<file path="src/rtl/draw_port_arbiter.sv">
// draw_port_arbiter: round-robin ownership of the single framebuffer plot port among NREQ drawing clients.
// Optional hold watchdog is compiled in when DRAW_ARB_WATCHDOG_EN is defined.
module draw_port_arbiter #(
   parameter int NREQ     = 4,
   parameter int XW       = 8,
   parameter int YW       = 7,
   parameter int CW       = 3,
   parameter int MAX_HOLD = 4096
) (
   input  logic               clk,
   input  logic               reset_n,
   input  logic [NREQ-1:0]    req,
   input  logic [NREQ-1:0]    plot_in,
   input  logic [NREQ*XW-1:0] x_in,
   input  logic [NREQ*YW-1:0] y_in,
   input  logic [NREQ*CW-1:0] colour_in,
   output logic [NREQ-1:0]    gnt,
   output logic [2:0]         gnt_id,
   output logic               busy,
   output logic [XW-1:0]      x_out,
   output logic [YW-1:0]      y_out,
   output logic [CW-1:0]      colour_out,
   output logic               plot_out,
   output logic               timeout_pulse
);

   typedef enum logic [1:0] {
      IDLE = 2'd0,
      OWN  = 2'd1,
      GAP  = 2'd2
   } state_t;

   state_t          state_r, state_s;
   logic [NREQ-1:0] gnt_r, gnt_s;
   logic [2:0]      gnt_id_r, gnt_id_s;
   logic [2:0]      ptr_r, ptr_s;
   logic            busy_r, busy_s;
   logic            plot_r, plot_s;
   logic            timeout_r, timeout_s;
   logic [XW-1:0]   x_r, x_s;
   logic [YW-1:0]   y_r, y_s;
   logic [CW-1:0]   colour_r, colour_s;

   logic [NREQ-1:0] elig_s;
   logic [NREQ-1:0] mask_eff_s;
   logic [NREQ-1:0] pick_oh_s;
   logic [2:0]      pick_id_s;
   logic            pick_found_s;
   int              best_d_s;
   int              dist_s;

   logic            own_req_s;
   logic            own_plot_s;
   logic [XW-1:0]   own_x_s;
   logic [YW-1:0]   own_y_s;
   logic [CW-1:0]   own_colour_s;
   logic            wd_trip_s;

`ifdef DRAW_ARB_WATCHDOG_EN
   localparam int CNTW = $clog2(MAX_HOLD + 1);

   logic [CNTW-1:0] cnt_r, cnt_s;
   logic [NREQ-1:0] mask_r, mask_s;

   assign wd_trip_s  = (state_r == OWN) && own_req_s && (cnt_r == CNTW'(MAX_HOLD - 1));
   assign mask_eff_s = mask_r;

   // A revoked client stays masked until it lets go of req.
   always_comb begin
      cnt_s  = cnt_r;
      mask_s = (mask_r & req) | (wd_trip_s ? gnt_r : {NREQ{1'b0}});
      if ((state_r == IDLE) && pick_found_s) begin
         cnt_s = {CNTW{1'b0}};
      end else if ((state_r == OWN) && (cnt_r != CNTW'(MAX_HOLD))) begin
         cnt_s = cnt_r + CNTW'(1);
      end else begin
         cnt_s = cnt_r;
      end
   end

   always_ff @(posedge clk or negedge reset_n) begin
      if (!reset_n) begin
         cnt_r  <= {CNTW{1'b0}};
         mask_r <= {NREQ{1'b0}};
      end else begin
         cnt_r  <= cnt_s;
         mask_r <= mask_s;
      end
   end
`else
   // MAX_HOLD only matters to the watchdog build; this term is always false.
   assign wd_trip_s  = (MAX_HOLD < 0);
   assign mask_eff_s = {NREQ{1'b0}};
`endif

   // Owner's stream selected through the one-hot grant, so no index decode is needed.
   always_comb begin
      own_req_s    = 1'b0;
      own_plot_s   = 1'b0;
      own_x_s      = {XW{1'b0}};
      own_y_s      = {YW{1'b0}};
      own_colour_s = {CW{1'b0}};
      for (int j = 0; j < NREQ; j++) begin
         own_req_s    = own_req_s  | (gnt_r[j] & req[j]);
         own_plot_s   = own_plot_s | (gnt_r[j] & plot_in[j]);
         own_x_s      = own_x_s      | (x_in[j*XW +: XW]      & {XW{gnt_r[j]}});
         own_y_s      = own_y_s      | (y_in[j*YW +: YW]      & {YW{gnt_r[j]}});
         own_colour_s = own_colour_s | (colour_in[j*CW +: CW] & {CW{gnt_r[j]}});
      end
   end

   // Winner is the eligible client at the smallest distance past the pointer.
   always_comb begin
      elig_s    = req & ~mask_eff_s;
      best_d_s  = NREQ;
      dist_s    = 0;
      pick_id_s = ptr_r;
      pick_oh_s = {NREQ{1'b0}};
      for (int j = 0; j < NREQ; j++) begin
         logic take;
         dist_s    = j - int'(ptr_r) - 1;
         dist_s    = (dist_s < 0) ? dist_s + NREQ : dist_s;
         take      = elig_s[j] && (dist_s < best_d_s);
         best_d_s  = take ? dist_s : best_d_s;
         pick_id_s = take ? 3'(j) : pick_id_s;
         pick_oh_s = take ? (NREQ'(1) << j) : pick_oh_s;
      end
      pick_found_s = (best_d_s < NREQ);
   end

   always_comb begin
      state_s    = state_r;
      gnt_s      = gnt_r;
      gnt_id_s   = gnt_id_r;
      ptr_s      = ptr_r;
      busy_s     = busy_r;
      plot_s     = 1'b0;
      timeout_s  = 1'b0;
      x_s        = x_r;
      y_s        = y_r;
      colour_s   = colour_r;
      case (state_r)
         IDLE: begin
            gnt_s  = {NREQ{1'b0}};
            busy_s = 1'b0;
            if (pick_found_s) begin
               state_s  = OWN;
               gnt_s    = pick_oh_s;
               gnt_id_s = pick_id_s;
               ptr_s    = pick_id_s;
               busy_s   = 1'b1;
            end else begin
               state_s  = IDLE;
            end
         end
         OWN: begin
            plot_s   = own_plot_s;
            x_s      = own_x_s;
            y_s      = own_y_s;
            colour_s = own_colour_s;
            if (!own_req_s) begin
               state_s = GAP;
               gnt_s   = {NREQ{1'b0}};
               busy_s  = 1'b0;
            end else if (wd_trip_s) begin
               state_s   = GAP;
               gnt_s     = {NREQ{1'b0}};
               busy_s    = 1'b0;
               timeout_s = 1'b1;
            end else begin
               state_s = OWN;
            end
         end
         GAP: begin
            state_s = IDLE;
            gnt_s   = {NREQ{1'b0}};
            busy_s  = 1'b0;
         end
         default: begin
            state_s = IDLE;
            gnt_s   = {NREQ{1'b0}};
            busy_s  = 1'b0;
         end
      endcase
   end

   always_ff @(posedge clk or negedge reset_n) begin
      if (!reset_n) begin
         state_r <= IDLE;
      end else begin
         state_r <= state_s;
      end
   end

   // All outputs leave from flops; pointer mirrors the last granted index.
   always_ff @(posedge clk or negedge reset_n) begin
      if (!reset_n) begin
         gnt_r     <= {NREQ{1'b0}};
         gnt_id_r  <= 3'(NREQ - 1);
         ptr_r     <= 3'(NREQ - 1);
         busy_r    <= 1'b0;
         plot_r    <= 1'b0;
         timeout_r <= 1'b0;
         x_r       <= {XW{1'b0}};
         y_r       <= {YW{1'b0}};
         colour_r  <= {CW{1'b0}};
      end else begin
         gnt_r     <= gnt_s;
         gnt_id_r  <= gnt_id_s;
         ptr_r     <= ptr_s;
         busy_r    <= busy_s;
         plot_r    <= plot_s;
         timeout_r <= timeout_s;
         x_r       <= x_s;
         y_r       <= y_s;
         colour_r  <= colour_s;
      end
   end

   assign gnt           = gnt_r;
   assign gnt_id        = gnt_id_r;
   assign busy          = busy_r;
   assign plot_out      = plot_r;
   assign timeout_pulse = timeout_r;
   assign x_out         = x_r;
   assign y_out         = y_r;
   assign colour_out    = colour_r;

endmodule

</file>
<file path="config.mk">
export PLATFORM = sky130hd
export DESIGN_NAME = draw_port_arbiter
export DESIGN_NICKNAME = d
export VERILOG_FILES = /design/src/rtl/draw_port_arbiter.sv
export SDC_FILE = /design/constraint.sdc
export NUM_CORES = 1
export LEC_CHECK = 0
export CAP_MARGIN = 0
export CORE_ASPECT_RATIO = 0.5
export CORE_MARGIN = 2
export CORE_UTILIZATION = 37
export CTS_CLUSTER_DIAMETER = 40
export DETAILED_ROUTE_END_ITERATION = 8
export GPL_TIMING_DRIVEN = 0
export PLACE_DENSITY = 0.82
export SYNTH_ARGS = -nofsm -noshare
export SYNTH_HDL_FRONTEND = slang
export SYNTH_SLANG_ARGS = --single-unit
</file>
<file path="constraint.sdc">
create_clock -name clk -period 4.9 [get_ports clk]
set_input_delay 0.98 -clock clk [delete_from_list [all_inputs] [get_ports clk]]
set_output_delay 0.98 -clock clk [all_outputs]
set_load 0.01 [all_outputs]
</file>
Yosys cells after proc, flatten, opt, wreduce, memory -nomap -nowiden
Cells that the tools add are included.
{"block": "word_totals", "in_bits": 82, "mem_count": 0, "latch_bits": 0, "out_inout_bits": 28, "ramBits": 0, "rom_bits": 0, "word_cells": 99, "ff_bits": 29}
{"block": "classes", "div": 0, "mux": 26, "n_bitwise": 35, "n_eq_ne": 2, "reduce_logical": 7, "n_lt_le_gt_ge": 9, "add_sub_neg": 12, "n_mul": 0, "shift": 0}
{"cell": "32-bit 2-to-1 mux", "n": 8}
{"cell": "32-bit < comparator", "n": 3}
{"cell": "32-bit by 4-bit < comparator with 1-bit output, second input constant", "n": 2}
{"cell": "8-bit AND", "n": 4}
{"cell": "7-bit AND", "n": 4}
{"cell": "5-bit by 4-bit adder with 6-bit output, second input constant", "n": 4}
{"cell": "8-bit OR", "n": 3}
{"cell": "7-bit OR", "n": 3}
{"cell": "5-bit by 1-bit < comparator with 1-bit output, second input constant", "n": 4}
{"cell": "4-bit by 2-bit subtractor with 5-bit output, second input constant", "n": 4}
{"cell": "3-bit 2-to-1 mux", "n": 5}
{"cell": "3-bit AND", "n": 4}
{"cell": "4-bit 2-to-1 mux", "n": 3}
{"cell": "3-bit OR", "n": 3}
{"cell": "1-bit AND", "n": 8}
{"cell": "4-bit one-hot mux with 2 select lines", "n": 1}
{"cell": "1-bit by 3-bit subtractor with 4-bit output, first input constant", "n": 2}
{"cell": "2-bit by 3-bit subtractor with 4-bit output, first input constant", "n": 2}
{"cell": "1-bit OR", "n": 6}
{"cell": "1-bit 2-to-1 mux", "n": 5}
{"cell": "1-bit logical AND", "n": 4}
{"cell": "2-bit 2-to-1 mux", "n": 2}
{"cell": "2-bit one-hot mux with 2 select lines", "n": 1}
{"cell": "4-bit nonzero test", "n": 1}
{"cell": "5 further kinds", "n": 5}

Longest topological paths before layout
{"block": "depth", "depth_word": 19, "ltp_mapped": 25, "depth_no_buf": 24}

Worst setup path after synthesis
No wires, ideal clock.
{"block": "synth_timing", "kind": "register to register", "startpoint": "register ptr_r[0]", "endpoint": "register ptr_r[0]", "synth_period_minus_slack_ns": 4.770, "path_slack_ns": 0.130, "setup_ns": 0.081, "n_path_buf": 1, "stages_incl_launch_ff": 25, "arrival_time_ns": 4.689, "path_cell_list": "dfstp_2 -> buf_4 -> inv_1 -> ha_1 -> ha_1 -> nor2b_1 -> nand2_1 -> ha_1 -> nor4b_4 -> o21ai_4 -> a21boi_1 -> o21bai_1 -> inv_1 -> ha_1 -> nor3b_1 -> o2111ai_1 -> a21oi_4 -> nor2_4 -> nand2_1 -> o21ai_0 -> ha_1 -> a21o_1 -> a31oi_1 -> o211ai_1 -> o211ai_1"}
{"block": "synth_via", "elab_chain_cells": 18}
{"item": "start: declaration", "line_no": "36", "text": "logic [2:0] ptr_r, ptr_s;"}
{"item": "start signal: assignment", "line_no": "200", "text": "ptr_r <= 3'(NREQ - 1);"}
{"item": "start signal: assignment", "line_no": "210", "text": "ptr_r <= ptr_s;"}
{"item": "1-bit by 3-bit subtractor with 4-bit output", "line_no": "121", "text": "dist_s = j - int'(ptr_r) - 1;"}
{"item": "4-bit by 2-bit subtractor with 5-bit output", "line_no": "121"}
{"item": "5-bit by 4-bit adder with 6-bit output or 5-bit by 1-bit < comparator with 1-bit output (tied branches)", "line_no": "122", "text": "dist_s = (dist_s < 0) ? dist_s + NREQ : dist_s;"}
{"item": "32-bit 2-to-1 mux", "line_no": "122"}
{"item": "32-bit by 4-bit < comparator with 1-bit output", "line_no": "123", "text": "take = elig_s[j] && (dist_s < best_d_s);"}
{"item": "1-bit logical AND", "line_no": "123"}
{"item": "32-bit 2-to-1 mux", "line_no": "124", "text": "best_d_s = take ? dist_s : best_d_s;"}
{"item": "32-bit < comparator", "line_no": "123"}
{"item": "(+2 left out)"}
{"item": "32-bit < comparator", "line_no": "123"}
{"item": "1-bit logical AND", "line_no": "123"}
{"item": "32-bit 2-to-1 mux", "line_no": "124"}
{"item": "32-bit < comparator", "line_no": "123"}
{"item": "1-bit logical AND", "line_no": "123"}
{"item": "32-bit 2-to-1 mux", "line_no": "124"}
{"item": "32-bit by 4-bit < comparator with 1-bit output", "line_no": "128", "text": "pick_found_s = (best_d_s < NREQ);"}
{"item": "3-bit AND reduction (no source line)"}
Several ways; a longest one is shown, not always the timed one.
A chain may end at the register's enable or synchronous reset.

Worst setup path in the final report
{"block": "layout_timing", "startpoint": "register ptr_r[0]", "endpoint": "register ptr_r[1]"}
Same word-level chain as after synthesis.

==> metrics list <==
- After synthesis, the share of flip-flops with an asynchronous set or reset is 100%.
* Worst Hold Margin: between 0.4 and 0.5 ns
* # hold bufs at CTS: 0
- The worst setup path is captured at a flop.
* Total net switching power: a little under 1000 µW
- Dividing the detail-routed via count by the number of cells gives about 5.5.
- The top cell types in the final layout, fill and taps aside, are clkdlybuf4s50_1 (105), nand2_1 (29), dfrtp_1 (26).
- Total setup violations reported at the end of the flow: 0
- Across the routed clock network, the largest skew measured is 0.00314 ns.
- Synthesized area per cell: approximately 9.2 µm²
- Drt first-iter violations: 147
* Peak supply drop: slightly below 500 µV
- STA puts the critical path data required time at ~5.1 ns.
- Flip-flop and latch count after synthesis: 28
- Along the worst path, the maximum fanout reaches 5.
- Top delay family on crit path: compound AO/OA/AOI/OAI gates
- Clock latency on the worst-skew pair: ~0.26 ns
- CTS Buf Count: 3
* Post-Place Setup Slack: -0.814 ns
- Most common cell after layout, fill and taps aside: clkdlybuf4s50_1
- The via count of the first global-routing pass came to about 2,400.
- Along the worst hold path, the cell count comes to 2.
- The path with the worst hold slack has its endpoint at colour_out[2]$_DFFE_PN0P_.
- Leakage: between 0.0015 and 0.002 µW
* Non-filler cells, final: between 400 and 500
- Critical path cell sequence: buf_6 > inv_1 > ha_2 > ha_4 > nor2b_4 > nand2_1 > ha_1 > nor4b_4 > o21ai_4 > a21boi_2 > o21bai_2 > inv_2 > ha_4 > nor3b_4 > o2111ai_2 > a21oi_4 > nor2_4 > nand2_1 > o21ai_0 > ha_1 > a21o_1 > a31oi_2 > o211ai_1 > o211ai_1
* Result of the run: complete, no violations
* Register area share after synthesis: approximately 32%
- Cell internal power was estimated by the tool at about 1300 µW.
* Layout cell share with drive strength beyond 1: about 16%
- After global routing the overflow that remains totals 0.
- For flop-to-flop paths, the worst setup slack is between 0.15 and 0.2 ns.
- Adding up every negative setup slack in the final design gives 0 ns.
- Relative contribution of sequential cells to total power: 15.9%
- In this run the core area contains 19 standard-cell rows.
- Post-route ant nets: 0
- Placed insts: ~420
* Distinct cell type count after synthesis: between 40 and 50
- Clock share of power: just under 9%
* Number of input and output port buffers inserted: between 100 and 150
- Routability-driven placement finished with a final weighted congestion of slightly below 0.9.
* Hold/Removal Path Class: flop to flop
* Cell Pwr Density: 611 nW/µm²
- Synthesis produced 236 cells.
* Largest net degree at the start of global routing: 29
* HP Start: colour_out[2]$_DFFE_PN0P_
- For this run, the top clock speed supported by timing is around 210 MHz.
- Transition at the pin with the smallest max-transition slack: 0.594 ns
- The net count of the finished layout is about 470.
- Routed len/inst: approximately 16 µm
- Count of yosys warnings during synthesis: 0
* Root buffer cell: clkbuf_16
- In the synthesized netlist the dominant register cell turns out to be dfrtp_1.
- In this run the tightest slew margin relative to its limit is about three fifths.
* Overall routed net length: 7.04 mm
* Die Ht: just under 60 µm
- Setup slack on the critical path of the routed design comes to between 0.15 and 0.2 ns.
- Max-capacitance violation count: 0
* 1st-pass router iterations: 4
* TritonCTS clock tree: yes
- Global-route wire length before repair: 10.8 mm
- The number of hold violations in the final report was 0.
- DP HPWL: 5.46 mm
- X dimension of the die: about 110 µm
- Depth of the CTS H-tree: 1
* Growth of design area from synthesis to finish: 69.8%
- Clock-pin slew was measured on the worst setup and hold paths at ~0.060 ns.
- Slew Limit Fails: 0
* Crit Path Class: flop to flop
- In this design, the stage delay of the slowest critical-path cell is roughly 0.56 ns.
- 0 antenna diodes ended up in the layout.
- Among all stages on the critical path, the largest delay is contributed by dfstp_2.
- The worst register-to-register path begins at ptr_r[0]$_DFFE_PN1P_.
* Initial Util: about 39%
* DRC: 0
- No sink is reached through more buffers than the 2 on the longest clock path.
* Area of the die: 6530 µm²
- Pin placement for this block handled 110 I/O pins.
* Final cycle utilization of the critical path: 96.3%
- The initial antenna violation count is 0.
- Combinational cells account for between 70% and 80% of the total power.
* Count of flip-flops with a built-in enable after synthesis: 0
- For this run, the total global-route usage over all layers was measured as 20.4%.
- Data arrival time at the worst-slack endpoint: around 4.9 ns
- Final period demand of the worst path: ~4.7 ns
- Switching part of the total: a little over two fifths
* Via count: 2,395
* Core region area: 5560 µm²
- Summing every instance area after synthesis gives ~2200 µm².
* Critical Path Source Type: flop
* Critical R2R Capture: ptr_r[1]$_DFFE_PN1P_
- Together, buffers and inverters on the worst path number 3.
- Number of sinks driven by the clock tree: 28
- The number of cells on the worst reg-to-reg path is 24.
-- kinds of logic after synthesis --
| family | share of synthesized area, % |
|---|---|
| compound gates | 32.9 |
| simple gates | 15.9 |
| flops | 32.4 |
| buf+inv | 5.01 |
| fa+ha+maj | 12.1 |
| mux | 1.15 |
| other cells | 0.173 |
| xor+xnor | 0.404 |
-- per-stage QoR --
stage                     power [µW]  util [%]  area, µm²
after floorplan                 1310         -       2180
after global placement          1680      60.1       3340
after detailed placement        1740      60.1       3340
after CTS                       2040      63.0       3510
after global routing            2420      66.3       3690
final                           2250      66.3       3690
-- worst max-delay path by stage --
| stage | startpoint | end | slack [ns] | cells after the start |
|---|---|---|---|---|
| 4_1_cts | ptr_r[0]$_DFFE_PN1P_ | ptr_r[0]$_DFFE_PN1P_ | 0.01 | 24 |
| 3_5_place_dp | req[0] | ptr_r[0]$_DFFE_PN1P_ | -0.81 | 21 |
| 5_1_grt | ptr_r[0]$_DFFE_PN1P_ | ptr_r[1]$_DFFE_PN1P_ | -0.05 | 24 |
| 6_report | ptr_r[0]$_DFFE_PN1P_ | ptr_r[1]$_DFFE_PN1P_ | 0.18 | 24 |
| 2_1_floorplan | ptr_r[0]$_DFFE_PN1P_ | ptr_r[0]$_DFFE_PN1P_ | 0.13 | 24 |
| 3_3_place_gp | req[0] | ptr_r[0]$_DFFE_PN1P_ | -0.69 | 21 |
-- synth_stat cells, types with 2 or more instances --
| library cell | n | area share, % |
|---|---|---|
| nand2_1 | 31 | 5.4 |
| dfrtp_1 | 26 | 30 |
| o21ai_0 | 23 | 5.3 |
| ha_1 | 21 | 12 |
| a221oi_1 | 18 | 7.3 |
| a22o_1 | 18 | 7.3 |
| clkbuf_1 | 11 | 1.9 |
| inv_1 | 11 | 1.9 |
| nor2_1 | 9 | 1.6 |
| nand3_1 | 6 | 1.4 |
| a22oi_1 | 5 | 1.7 |
| a21oi_1 | 4 | 0.92 |
| nor2b_1 | 4 | 1.2 |
| o211ai_1 | 4 | 1.4 |
| o21ai_1 | 4 | 0.92 |
| and2_1 | 3 | 0.86 |
| buf_4 | 3 | 1.0 |
| nand2b_1 | 3 | 0.86 |
| dfstp_2 | 2 | 2.4 |
| nor4b_4 | 2 | 2.2 |
| o2111ai_1 | 2 | 0.81 |
| or3_1 | 2 | 0.58 |
-- flip-flops by register name, summed over array words and instances (netlist names) --
name and count:
ptr_r 2, plot_out 1, colour_out 3, y_out 7, x_out 8, state_r 2
gnt 4, busy 1
-- timing repair --
| action | in CTS | in global routing |
|---|---|---|
| setup endpoints to repair | 6 | 6 |
| pin swaps | 3 | 11 |
| setup buffers | 5 | 11 |
| gates resized for setup | 10 | 22 |
| hold endpoints to repair | 0 | 0 |
-- metal layers --
layer,global-route usage (%),routed length (µm)
met5,0,0
met4,5.23,99
met3,2.51,252
met2,40.1,3890
met1,24.1,2800
-- tightest hold or removal path: stages (launching register included) --
cell and delay (ns):
dfrtp_1 0.34, nand2_1 0.04, o21ai_0 0.06
-- cell type report --
class                           instances  area, µm²
Buffer                                 15       71.3
Clock buffer                            4       88.8
Fill cell                             431       1880
Inverter                               11       41.3
Multi-Input combinational cell        184       1510
Sequential cell                        28        703
Tap cell                               73       91.3
Timing Repair Buffer                  123       1180
-- power by group through the flow --
stage / sequential (µW) / combinational [µW] / clock [µW]
5_1_grt: 368 / 1840 / 211
3_5_place_dp: 365 / 1370 / 0
6_report: 358 / 1700 / 196
2_1_floorplan: 383 / 928 / 0
4_1_cts: 362 / 1480 / 201
3_3_place_gp: 363 / 1320 / 0
Power figures use the tool's default switching activity.
